<file path="config.mk">
export PLATFORM = sky130hd
export DESIGN_NAME = instr_encoder_loader
export DESIGN_NICKNAME = d
export VERILOG_FILES = /design/src/rtl/instr_encoder_loader.sv
export SDC_FILE = /design/constraint.sdc
export NUM_CORES = 1
export LEC_CHECK = 0
export BUFFER_PORTS_ARGS = -buffer_cell sky130_fd_sc_hd__buf_2
export CAP_MARGIN = 20
export CELL_PAD_IN_SITES_DETAIL_PLACEMENT = 1
export CELL_PAD_IN_SITES_GLOBAL_PLACEMENT = 2
export CORE_MARGIN = 4
export CORE_UTILIZATION = 28
export DETAILED_ROUTE_END_ITERATION = 10
export MAX_ROUTING_LAYER = met4
export PLACE_DENSITY = 0.83
export SYNTH_ARGS = -nofsm -noshare
export SYNTH_HDL_FRONTEND = slang
export SYNTH_SLANG_ARGS = --single-unit
</file>
<file path="constraint.sdc">
create_clock -name clk -period 3.4 [get_ports clk]
set_clock_uncertainty 0.15 [all_clocks]
set_input_delay 0.34 -clock clk [delete_from_list [all_inputs] [get_ports clk]]
set_output_delay 0.34 -clock clk [all_outputs]
set_load 0.02 [all_outputs]
</file>
<file path="src/rtl/instr_encoder_loader.sv">
// instr_encoder_loader: encodes symbolic MIPS instructions into 32-bit words
// and writes them sequentially into instruction memory from address 0.
module instr_encoder_loader #(
  parameter int unsigned ADDR_W = 10,
  parameter int unsigned DEPTH  = 1024
) (
  input  logic              clk,
  input  logic              reset,
  input  logic              in_valid,
  output logic              in_ready,
  input  logic [3:0]        in_mnem,
  input  logic [4:0]        in_rs,
  input  logic [4:0]        in_rt,
  input  logic [4:0]        in_rd,
  input  logic [15:0]       in_imm,
  input  logic [25:0]       in_target,
  input  logic              in_last,
  output logic              im_we,
  output logic [ADDR_W-1:0] im_addr,
  output logic [31:0]       im_wdata,
  output logic [ADDR_W:0]   count,
  output logic              done,
  output logic              full,
  output logic              err,
  output logic              err_seen
);

  localparam int unsigned CNT_W = ADDR_W + 1;
  localparam logic [CNT_W-1:0] DEPTH_C = CNT_W'(DEPTH);

  localparam logic [5:0] OP_RTYPE = 6'b000000;
  localparam logic [5:0] OP_LW    = 6'b100011;
  localparam logic [5:0] OP_SW    = 6'b101011;
  localparam logic [5:0] OP_BEQ   = 6'b000100;
  localparam logic [5:0] OP_LUI   = 6'b001111;
  localparam logic [5:0] OP_ORI   = 6'b001101;
  localparam logic [5:0] OP_JAL   = 6'b000011;
  localparam logic [5:0] FN_ADDU  = 6'b100001;
  localparam logic [5:0] FN_SUBU  = 6'b100011;
  localparam logic [5:0] FN_JR    = 6'b001000;

  typedef enum logic [1:0] {S_IDLE, S_WRITE, S_DONE, S_FULL} state_e;

  state_e              state_q, state_d;
  logic [ADDR_W-1:0]   addr_q, addr_d;
  logic [31:0]         wdata_q, wdata_d;
  logic [CNT_W-1:0]    count_q, count_d;
  logic                we_q, we_d;
  logic                done_q, done_d;
  logic                full_q, full_d;
  logic                err_q, err_d;
  logic                err_seen_q, err_seen_d;
  logic                last_q, last_d;

  logic [31:0]         enc_word;
  logic                legal;
  logic                accept;
  logic [CNT_W-1:0]    count_inc;

  // Encode the presented fields; unused fields are forced to zero.
  always_comb begin
    enc_word = '0;
    legal    = 1'b1;
    case (in_mnem)
      4'd0:    enc_word = '0;
      4'd1:    enc_word = {OP_RTYPE, in_rs, in_rt, in_rd, 5'd0, FN_ADDU};
      4'd2:    enc_word = {OP_RTYPE, in_rs, in_rt, in_rd, 5'd0, FN_SUBU};
      4'd3:    enc_word = {OP_RTYPE, in_rs, 5'd0, 5'd0, 5'd0, FN_JR};
      4'd4:    enc_word = {OP_LW, in_rs, in_rt, in_imm};
      4'd5:    enc_word = {OP_SW, in_rs, in_rt, in_imm};
      4'd6:    enc_word = {OP_BEQ, in_rs, in_rt, in_imm};
      4'd7:    enc_word = {OP_LUI, 5'd0, in_rt, in_imm};
      4'd8:    enc_word = {OP_ORI, in_rs, in_rt, in_imm};
      4'd9:    enc_word = {OP_JAL, in_target};
      default: legal = 1'b0;
    endcase
  end

  assign in_ready  = (state_q == S_IDLE);
  assign accept    = in_valid && in_ready;
  assign count_inc = count_q + CNT_W'(1);

  // Next-state and register-input logic.
  always_comb begin
    state_d    = state_q;
    addr_d     = addr_q;
    wdata_d    = wdata_q;
    count_d    = count_q;
    we_d       = 1'b0;
    done_d     = done_q;
    full_d     = full_q;
    err_d      = 1'b0;
    err_seen_d = err_seen_q;
    last_d     = last_q;
    case (state_q)
      S_IDLE: begin
        if (accept) begin
          if (legal) begin
            wdata_d = enc_word;
            addr_d  = count_q[ADDR_W-1:0];
            last_d  = in_last;
            we_d    = 1'b1;
            state_d = S_WRITE;
          end else begin
            err_d      = 1'b1;
            err_seen_d = 1'b1;
            if (in_last) begin
              done_d  = 1'b1;
              state_d = S_DONE;
            end
          end
        end
      end
      S_WRITE: begin
        count_d = count_inc;
        if (count_inc == DEPTH_C) full_d = 1'b1;
        if (last_q) begin
          done_d  = 1'b1;
          state_d = S_DONE;
        end else if (count_inc == DEPTH_C) begin
          state_d = S_FULL;
        end else begin
          state_d = S_IDLE;
        end
      end
      default: ;
    endcase
  end

  // State and output registers with synchronous reset.
  always_ff @(posedge clk) begin
    if (reset) begin
      state_q    <= S_IDLE;
      addr_q     <= '0;
      wdata_q    <= '0;
      count_q    <= '0;
      we_q       <= 1'b0;
      done_q     <= 1'b0;
      full_q     <= 1'b0;
      err_q      <= 1'b0;
      err_seen_q <= 1'b0;
      last_q     <= 1'b0;
    end else begin
      state_q    <= state_d;
      addr_q     <= addr_d;
      wdata_q    <= wdata_d;
      count_q    <= count_d;
      we_q       <= we_d;
      done_q     <= done_d;
      full_q     <= full_d;
      err_q      <= err_d;
      err_seen_q <= err_seen_d;
      last_q     <= last_d;
    end
  end

  assign im_we    = we_q;
  assign im_addr  = addr_q;
  assign im_wdata = wdata_q;
  assign count    = count_q;
  assign done     = done_q;
  assign full     = full_q;
  assign err      = err_q;
  assign err_seen = err_seen_q;

endmodule

</file>
==> results.md, run 1 <==
- The repair_antennas step left the layout with diodes totalling 0.
- The class of the most critical setup path is register to register.
- The maximum number of buffers from clock root to sink is 2.
- The total setup buffers inserted after CTS is 0.
- The count of input and output buffers is 122.
- The flow ran to the end, and the final reports show no timing, DRC or antenna violations.
- Using the TritonRoute via totals, the vias-per-cell ratio works out to ~5.0.
- The highest cell delay on the worst timing path is between 400 and 500 ps.
- The initial DRC count is around 100.
- The clock reaches the later pin of the worst-skew pair after 340 ps.
- Summing all flip-flop and latch instances after layout gives approximately 1200 um2.
- The detailed-placement wirelength estimate is ~6.8 mm.
- The maximum fanout along the worst path is 7.
- The startpoint identified for the worst register-to-register timing path is count[1].
- Yosys printed 0 warnings.
- The endpoint identified for the worst register-to-register timing path is state_q[0].
- The maximum VDD drop is about 150 uV.
- The share of total power dissipated in sequential elements is 0.460.
- The number of synthesized flops with an enable pin is 0.
- The portion of the clock cycle consumed by the worst path in the final layout is 0.6088.
- The count of final max-slew check failures came to 0.
- The root buffer cell chosen for the clock tree is clkbuf_8.
- The placeable core region is about 9900 um2.
- Of the total power, the clock network draws 0.384.
- The most used flip-flop cell after synthesis is dfxtp_1.
- The tightest hold path in the finished design has a slack of between 100 and 150 ps.
- The length of routed met2 wiring is ~4.4 mm.
- Entering global routing, the biggest net connects 46 pins.
- Of the total power, combinational logic draws 0.155.
- The total leakage power is 1.671 nW.
- After synthesis the cells add up to 2882 um2.
- The CTS tree is built.
- The switching power total is between 400 and 500 uW.
- The proportion of total power due to net switching is 0.2770.
- The maximum achievable frequency is around 0.48 GHz.
- The total global-route track usage is 0.1592.
- The worst hold path was traced through 3 stages.
- The count of antenna-violating nets left after detailed routing is 0.
- Power spread over the standard cell area amounts to between 400 and 500 nW/um2.
- The kind of end point of the critical path is a register.
- The share of final-layout standard cells stronger than drive strength 1 is 0.3563.
- The data required time at the worst endpoint is 3470 ps.
- The area growth from synthesis to layout is 29.74%.
- The first detailed-routing pass took 4 iterations.
- The site row count is 36.
- The top layer reached by signal wires is met4.
- The share of the Yosys chip area taken by registers is 0.4168.
- The post-detailed-routing wire length is about 9 mm.
- Clock-pin slew was measured on the worst setup and hold paths at approximately 70 ps.
- The count of cells in the finished layout, fillers not included, comes to 582.
- The minimum setup slack among reg-to-reg paths is between 1000 and 1500 ps.
- The number of hold-repair buffers added at the cts stage is 0.
- The instance count after placement with tap cells included is ~570.
- Summed over all layers, the global routing overflow is 0.
- In this run the worst hold path is classified as input pin to register.
- Counting both buffers and inverters, the worst setup path holds a total of 0.
- The pin slew with the least headroom to its limit is roughly 890 ps.
- The design internal power is 1.165 mW.
- Measured in cells, the most critical reg-to-reg path has a length of 5.
- The mean instance size in the synthesized netlist is around 8.7 um2.
- The via count of the routed design is between 2000 and 3000.
- The post-place instance area is between 3000 and 4000 um2.
- The wire length on met1 is roughly 4 mm.
- After clock tree synthesis, the repair step resized 0 gates.
- The family with the most delay on the worst path is simple AND/OR/NAND/NOR gates.
- The cell with the largest stage delay on the worst path is dfxtp_1.
- The die extent in x is approximately 110 um.
- The vertical extent of the die is 109.4 um.
- The multi-input combinational cells in the finished layout cover a total of between 1500 and 2000 um2.
- The number of nets in the layout is slightly above 500.
- The final instance area is about 3700 um2.
- The routed design could run at a clock period as short as 2070 ps.
- The source of the worst hold timing path is in_last.
- The final weighted congestion of routability-driven global placement is between 0.8 and 0.9.
- In the routed design, unresolved DRC markers number 0.
- The count of H-tree levels built during CTS is 3.
- The number of global-route vias before repair was 2925.
- The worst pin sits at a relative slew slack of 0.4036.
- The critical path goes through nand3_2 > or3_4 > mux2_4 > o2111ai_2 > o31ai_1.
- The top-level port count is ~120.
- The total nets after synthesis is approximately 400.
- The number of buffers created by CTS is 9.
- The routed design uses 458 um of met3 wire.
- The setup TNS after final layout is 0 ps.
- In this run, synthesis produced a sequential element count of 60.
- The share of flip-flops with an asynchronous set or reset is 0.
- The max-cap violation count is 0.
- The total power of the final layout is 1.612 mW.
- The end point of the most critical hold path is last_q.
- The clock net in this run drives a total of 60 sinks.
- The kind of start point of the critical path is a register.
- The wire length of the first global-routing pass is roughly 14 mm.
- The count of final hold-check violations is 0.
- After filler insertion, the fill cell instance count of the layout stands at between 1000 and 1500.
- Setup repair after global routing left no endpoint under its margin.
- Setup violations remaining at the end of the flow were counted as 0.
- The number of antenna violations at the first check in global routing is 0.
- Counting every instance in the synthesized netlist gives between 300 and 400.
- The routed length per placed instance is ~16 um.
- The die footprint is 11980 um2.
- The number of unique standard cell types used by synthesis is 57.
- The effective utilization at floorplan is 0.2908.
- For the worst setup path, the data arrival time is around 2100 ps.
==> Yosys cell counts, types with 2 or more instances <==
library cell,count,area [um2]
xor2_1,5,43.79
a222oi_1,5,50.05
buf_4,7,52.55
a21oi_1,17,85.08
dfxtp_1,60,1201
nand3_1,13,65.06
o22ai_1,2,12.51
nor3_1,7,35.03
and2_1,2,12.51
o21ai_1,3,15.01
a211oi_1,5,37.54
o21ai_0,11,55.05
mux2i_1,3,30.03
a221o_1,2,20.02
xnor2_1,6,52.55
and4_2,3,30.03
buf_6,2,22.52
nand2b_1,4,25.02
o31ai_1,3,22.52
nand2_1,41,153.9
a2bb2oi_1,11,96.34
nor2_1,40,150.1
buf_2,3,15.01
inv_1,3,11.26
a22o_1,11,96.34
nor2b_1,3,18.77
clkbuf_1,10,37.54
a22oi_1,21,157.7
==> power groups by stage <==
stage	clock network [mW]	registers (mW)	logic, mW
after floorplan	0	0.780	0.138
after global placement	0	0.757	0.250
after detailed placement	0	0.758	0.255
after CTS	0.642	0.742	0.255
after global routing	0.679	0.745	0.278
final	0.619	0.742	0.250
==> cells by family (layout without fill, tap and decap cells) <==
kind of cell               after synthesis  in the layout  share of synthesized area
AOI/OAI and AO/OA                      100            100                     0.2584
and+or+nand+nor                        126            126                     0.2149
DFF                                     60             60                     0.4168
buffers and inverters                   29            146                    0.05514
muxes                                    4              4                    0.01563
adders and majority gates                1              1                   0.004341
xor gates and xnor gates                11             11                    0.03343
other                                    1              1                   0.001301
==> worst max path at each step <==
stage	startpoint	to	slack, ps	depth (start not counted)
floorplan	count[0]	state_q[1]	1420	5
global placement	in_mnem[1]	im_wdata[13]	1140	6
detailed placement	in_mnem[1]	im_wdata[13]	1040	6
CTS	state_q[1]	im_wdata[15]	1290	5
global route	state_q[0]	im_wdata[15]	1150	5
finish	count[1]	state_q[0]	1330	5
==> worst reg2reg max path, stage by stage (launching register included) <==
cell,delay (ps)
dfxtp_1,480
nand3_2,190
or3_4,440
mux2_4,310
o2111ai_2,270
o31ai_1,110
==> state kept, by name, indices dropped and copies added, names as in the netlist <==
| name | count |
|---|---|
| err_seen | 1 |
| state_q | 2 |
| im_addr | 10 |
| im_we | 1 |
| full | 1 |
| last_q | 1 |
| err | 1 |
| done | 1 |
| im_wdata | 31 |
| count | 11 |
==> routing by layer <==
metal	GRT usage	up-vias
li1	-	1432
met1	0.1948	1360
met2	0.2572	94
met3	0.03699	9
met4	0.05610	0
met5	-	-
==> cell type report <==
class                      count  share of cell area
clock buffer                  14             0.04886
timing repair buffer         126              0.1714
tap                          133             0.04451
clock inverter                 1            0.001339
inverter                       5            0.005020
multi-input combinational    243              0.4076
sequential                    60              0.3213
==> stage by stage <==
stage | util | setup WS [ps]
after detailed placement | 0.3583 | 1043
after CTS | 0.3773 | 1287
after floorplan | - | 1418
final | 0.3773 | 1330
after global routing | 0.3773 | 1154
after global placement | 0.3583 | 1140
==> layout by cell type (no fill, tap or decap), types with 2 or more instances in the layout <==
master and instances:
nor3_1 7, xnor2_1 6, a2bb2oi_1 11, dfxtp_1 60, nor2_1 40, mux2i_1 3
a211oi_1 5, inv_1 3, o22ai_1 2, nand2b_1 4, buf_4 4, nand2_1 40
o31ai_1 3, a222oi_1 5, and4_2 3, o21ai_1 3, clkbuf_8 13, a22o_1 11
a221o_1 2, a22oi_1 21, o21ai_0 11, nor2b_1 3, a21oi_1 17, xor2_1 5
buf_2 122, nand3_1 13, and2_1 2
Power figures use the tool's default switching activity.
==> run 2, diff against run 1 <==
--- a/config.mk
+++ b/config.mk
@@ -10,10 +10,10 @@
 export CELL_PAD_IN_SITES_DETAIL_PLACEMENT = 1
 export CELL_PAD_IN_SITES_GLOBAL_PLACEMENT = 2
 export CORE_MARGIN = 4
-export CORE_UTILIZATION = 28
+export CORE_UTILIZATION = 24
 export DETAILED_ROUTE_END_ITERATION = 10
 export MAX_ROUTING_LAYER = met4
-export PLACE_DENSITY = 0.83
+export PLACE_DENSITY = 0.75
 export SYNTH_ARGS = -nofsm -noshare
 export SYNTH_HDL_FRONTEND = slang
 export SYNTH_SLANG_ARGS = --single-unit
==> constraint.sdc (replaced) <==
create_clock -name clk -period 1.9 [get_ports clk]
set_clock_uncertainty 0.15 [all_clocks]
set_input_delay 0.19 -clock clk [delete_from_list [all_inputs] [get_ports clk]]
set_output_delay 0.19 -clock clk [all_outputs]
set_load 0.02 [all_outputs]
==> run 2 against run 1 <==
  * Critical path depth stayed put
  * Fmax increased by 12%
  * Total power grew 120%
  * Largest cell class unchanged
  * Non-clock buffer count is 26 higher
  * Sequential share of layout area is 2.8 points lower
  * First-iteration DRC count up 35%
  * Flip-flop and latch count did not move
  * Register-to-register slack got worse by 1300 ps
  * Global-route usage decreased by 1.3 points
  * Combinational power up 99%
  * Final area grew 10%
==> results.md, run 2 (synthesized netlist as in run 1, its figures left out) <==
- Status: finished, final reports clean (unchanged).
- The count of H-tree levels built during CTS is 3 (unchanged).
- The wire length of the first global-routing pass is 16.23 mm (was 14.48 mm).
- The detailed-route vias per instance came to 4.934 (was 4.974).
- The highest cell delay on the worst timing path is 400 ps (was 480 ps).
- The kind of end point of the critical path is a register (unchanged).
- The count of final hold-check violations is 0 (unchanged).
- The largest net degree at the start of global routing is 46 (unchanged).
- The post-detailed-routing wire length is 9.995 mm (was 9.035 mm).
- The count of final max-slew check failures is 0 (unchanged).
- The logic depth of the worst setup path including buffers was 5 (unchanged).
- The type of the worst min-delay path was input pin to register (unchanged).
- The maximum VDD drop was 336.4 uV (was 154.0 uV).
- The cell with the largest stage delay on the worst path was or3_4 (was dfxtp_1).
- The vertical extent of the die came to 117.6 um (was 109.4 um).
- The relative slew slack was 0.4209 (was 0.4036).
- The routed length per placed instance is 16.15 um (was 15.52 um).
- The die extent in x is 117.6 um (was 109.4 um).
- Cell Chain, Critical Path: nand3_2 > or3_4 > mux2_4 > o2111ai_4 > o21ai_1 (was nand3_2 > or3_4 > mux2_4 > o2111ai_2 > o31ai_1).
- The site row count came to 39 (was 36).
- The final critical delay including setup and external delays was 1854 ps (was 2070 ps).
- The count of antenna-violating nets left after detailed routing is 0 (unchanged).
- The top-level port count is 124 (unchanged).
- The CTS tree is built (unchanged).
- The number of buffers created by CTS is 9 (unchanged).
- The most common cell after layout, fill and taps aside is buf_2 (unchanged).
- The total DRC errors in the routed layout was 0 (unchanged).
- The instance count after placement with tap cells included came to 598 (was 567).
- The class of the most critical setup path is register to register (unchanged).
- The initial DRC count came to 139 (was 103).
- The clock insertion delay at the later pin of the skew report is 320 ps (was 340 ps).
- The portion of the clock cycle consumed by the worst path in the final layout is 0.9759 (was 0.6088).
- The effective utilization at floorplan is 0.2492 (was 0.2908).
- The share of final-layout standard cells stronger than drive strength 1 is 0.3908 (was 0.3563).
- The relative contribution of sequential cells to total power was 0.372 (was 0.460).
- The leftover overflow at the end of global routing was 0 (unchanged).
- The maximum achievable frequency is 0.5393 GHz (was 0.4831 GHz).
- The final cell utilization of the core is 0.3568 (was 0.3773).
- The source of the worst hold timing path is in_rs[0] (was in_last).
- The max-cap violation count came to 0 (unchanged).
- The number of antenna violations at the first check in global routing was 0 (unchanged).
- The number of detailed-route iterations in the first pass is 4 (unchanged).
- The proportion of total power due to net switching was 0.2473 (was 0.2770).
- The pre-CTS setup slack was 11.95 ps (was 1043 ps).
- The number of nets in the layout is 537 (was 511).
- The count of input and output buffers is 122 (unchanged).
- The origin of the critical flop-to-flop path is count[1] (unchanged).
- The flip-flop count of the largest register after layout came to 31 (unchanged).
- The die footprint is 13820 um2 (was 11980 um2).
- The clock power share came to 0.488 (was 0.384).
- The family with the most delay on the worst path is simple AND/OR/NAND/NOR gates (unchanged).
- The clock slew seen by the registers of the worst setup and hold paths was 50 ps (was 70 ps).
- The CTS root buffer is clkbuf_16 (was clkbuf_8).
- The total leakage power came to 1.862 nW (was 1.671 nW).
- The switching power total is 882.6 uW (was 446.4 uW).
- The final instance area was 4126 um2 (was 3739 um2).
- The depth of the worst register-to-register path was 5 (unchanged).
- The final number of setup-violating endpoints is 0 (unchanged).
- The total global-route track usage is 0.1460 (was 0.1592).
- The total setup buffers inserted after CTS is 0 (unchanged).
- The number of fill cells in the layout is 1393 (was 1248).
- The part of the power in combinational logic was 0.140 (was 0.155).
- The kind of start point of the critical path is a register (unchanged).
- The detailed-placement wirelength estimate came to 7.493 mm (was 6.756 mm).
- The arrival time at the worst endpoint came to 1910 ps (was 2140 ps).
- The cell depth of the worst hold path is 3 (unchanged).
- The timing startpoint of the critical path is count[1] (unchanged).
- The pin slew with the least headroom to its limit is 862.1 ps (was 887.8 ps).
- The final worst-path setup slack is 45.78 ps (was 1330 ps).
- The final weighted congestion of routability-driven global placement came to 0.8299 (was 0.8166).
- The diode insertion count for antenna repair is 0 (unchanged).
- The area growth from synthesis to layout is 43.20% (was 29.74%).
- The final cell count without fillers was 619 (was 582).
- The maximum fanout along the worst path was 7 (unchanged).
- The placeable core region is 11560 um2 (was 9910 um2).
- The data required time at the worst endpoint was 1960 ps (was 3470 ps).
- The via count of the routed design is 3054 (was 2895).
- Highest-count cells in the layout ignoring fill and taps: buf_2 (122), dfxtp_1 (57), nand2_1 (41) (was buf_2 (122), dfxtp_1 (60), nor2_1 (40), nand2_1 (40), a22oi_1 (21)).
- The clock sink total is 60 (unchanged).
- The number of buffers and inverters on the critical path was 0 (unchanged).
- The number of global-route vias before repair was 3236 (was 2925).
- The post-place instance area is 3735 um2 (was 3551 um2).
- The design internal power was 2.686 mW (was 1.165 mW).
- The maximum number of buffers from clock root to sink is 2 (unchanged).
- The power per standard cell area came to 864.8 nW/um2 (was 431.1 nW/um2).
[run 2: cell count changes in the layout (fill, tap and decap cells not counted), sizes merged]
cell and delta:
clkbuf -3, dlygate4sd3 +5, bufinv +2, buf +21, clkinv +2
[run 2: power by group through the flow]
stage               Sequential [mW]  Clock (mW)  Combinational (mW)
floorplan                      1.40           0               0.247
global placement               1.36           0               0.483
detailed placement             1.36           0               0.492
CTS                            1.33        1.80               0.502
global route                   1.33        1.85               0.547
finish                         1.33        1.74               0.498
[run 2: path summary, 6_finish.rpt]
kind / end / slack (ps)
setup / recovery: state_q[1] / 50
hold / removal: im_wdata[21] / 5
setup reg to reg: state_q[1] / 50
hold reg to reg: im_addr[7] / 300
[run 2: repair_timing]
| action | in CTS | in global routing |
|---|---|---|
| hold buffers | 5 | 0 |
| hold endpoints to repair | 4 | 0 |
| endpoints found under the setup margin | 0 | 4 |
| resized for setup | 0 | 5 |
[run 2: stage by stage]
step | hold WS, ps | total power, mW | setup TNS (ps)
2_1_floorplan | 176.0 | 1.643 | 0
4_1_cts | 3.032 | 3.632 | 0
6_report | 4.541 | 3.569 | 0
3_3_place_gp | 288.6 | 1.839 | 0
3_5_place_dp | 296.0 | 1.849 | 0
5_1_grt | 17.73 | 3.730 | -47.58
[run 2: area by class of cell]
class                   instances  area (um2)  share of cell area
clock buffers                  11       242.7             0.05882
clock inverters                 5       75.07             0.01819
flip-flops and latches         60        1210              0.2932
multi-input cells             243        1540              0.3733
inverters                       5       18.77            0.004548
repair buffers                152       860.8              0.2086
well taps                     143       178.9             0.04336
[run 2: layer usage]
layer	track usage	vias to the layer above	part of all wire
met5	-	-	0
met4	0.03223	0	0.011
met3	0.04181	11	0.054
met2	0.2406	97	0.49
met1	0.1785	1461	0.45
li1	-	1485	-
[run 2: worst reg2reg max path: stages, from the launching register on]
cell       delay, ps
dfxtp_4          380
nand3_2          100
or3_4            400
mux2_4           320
o2111ai_4        270
o21ai_1          110
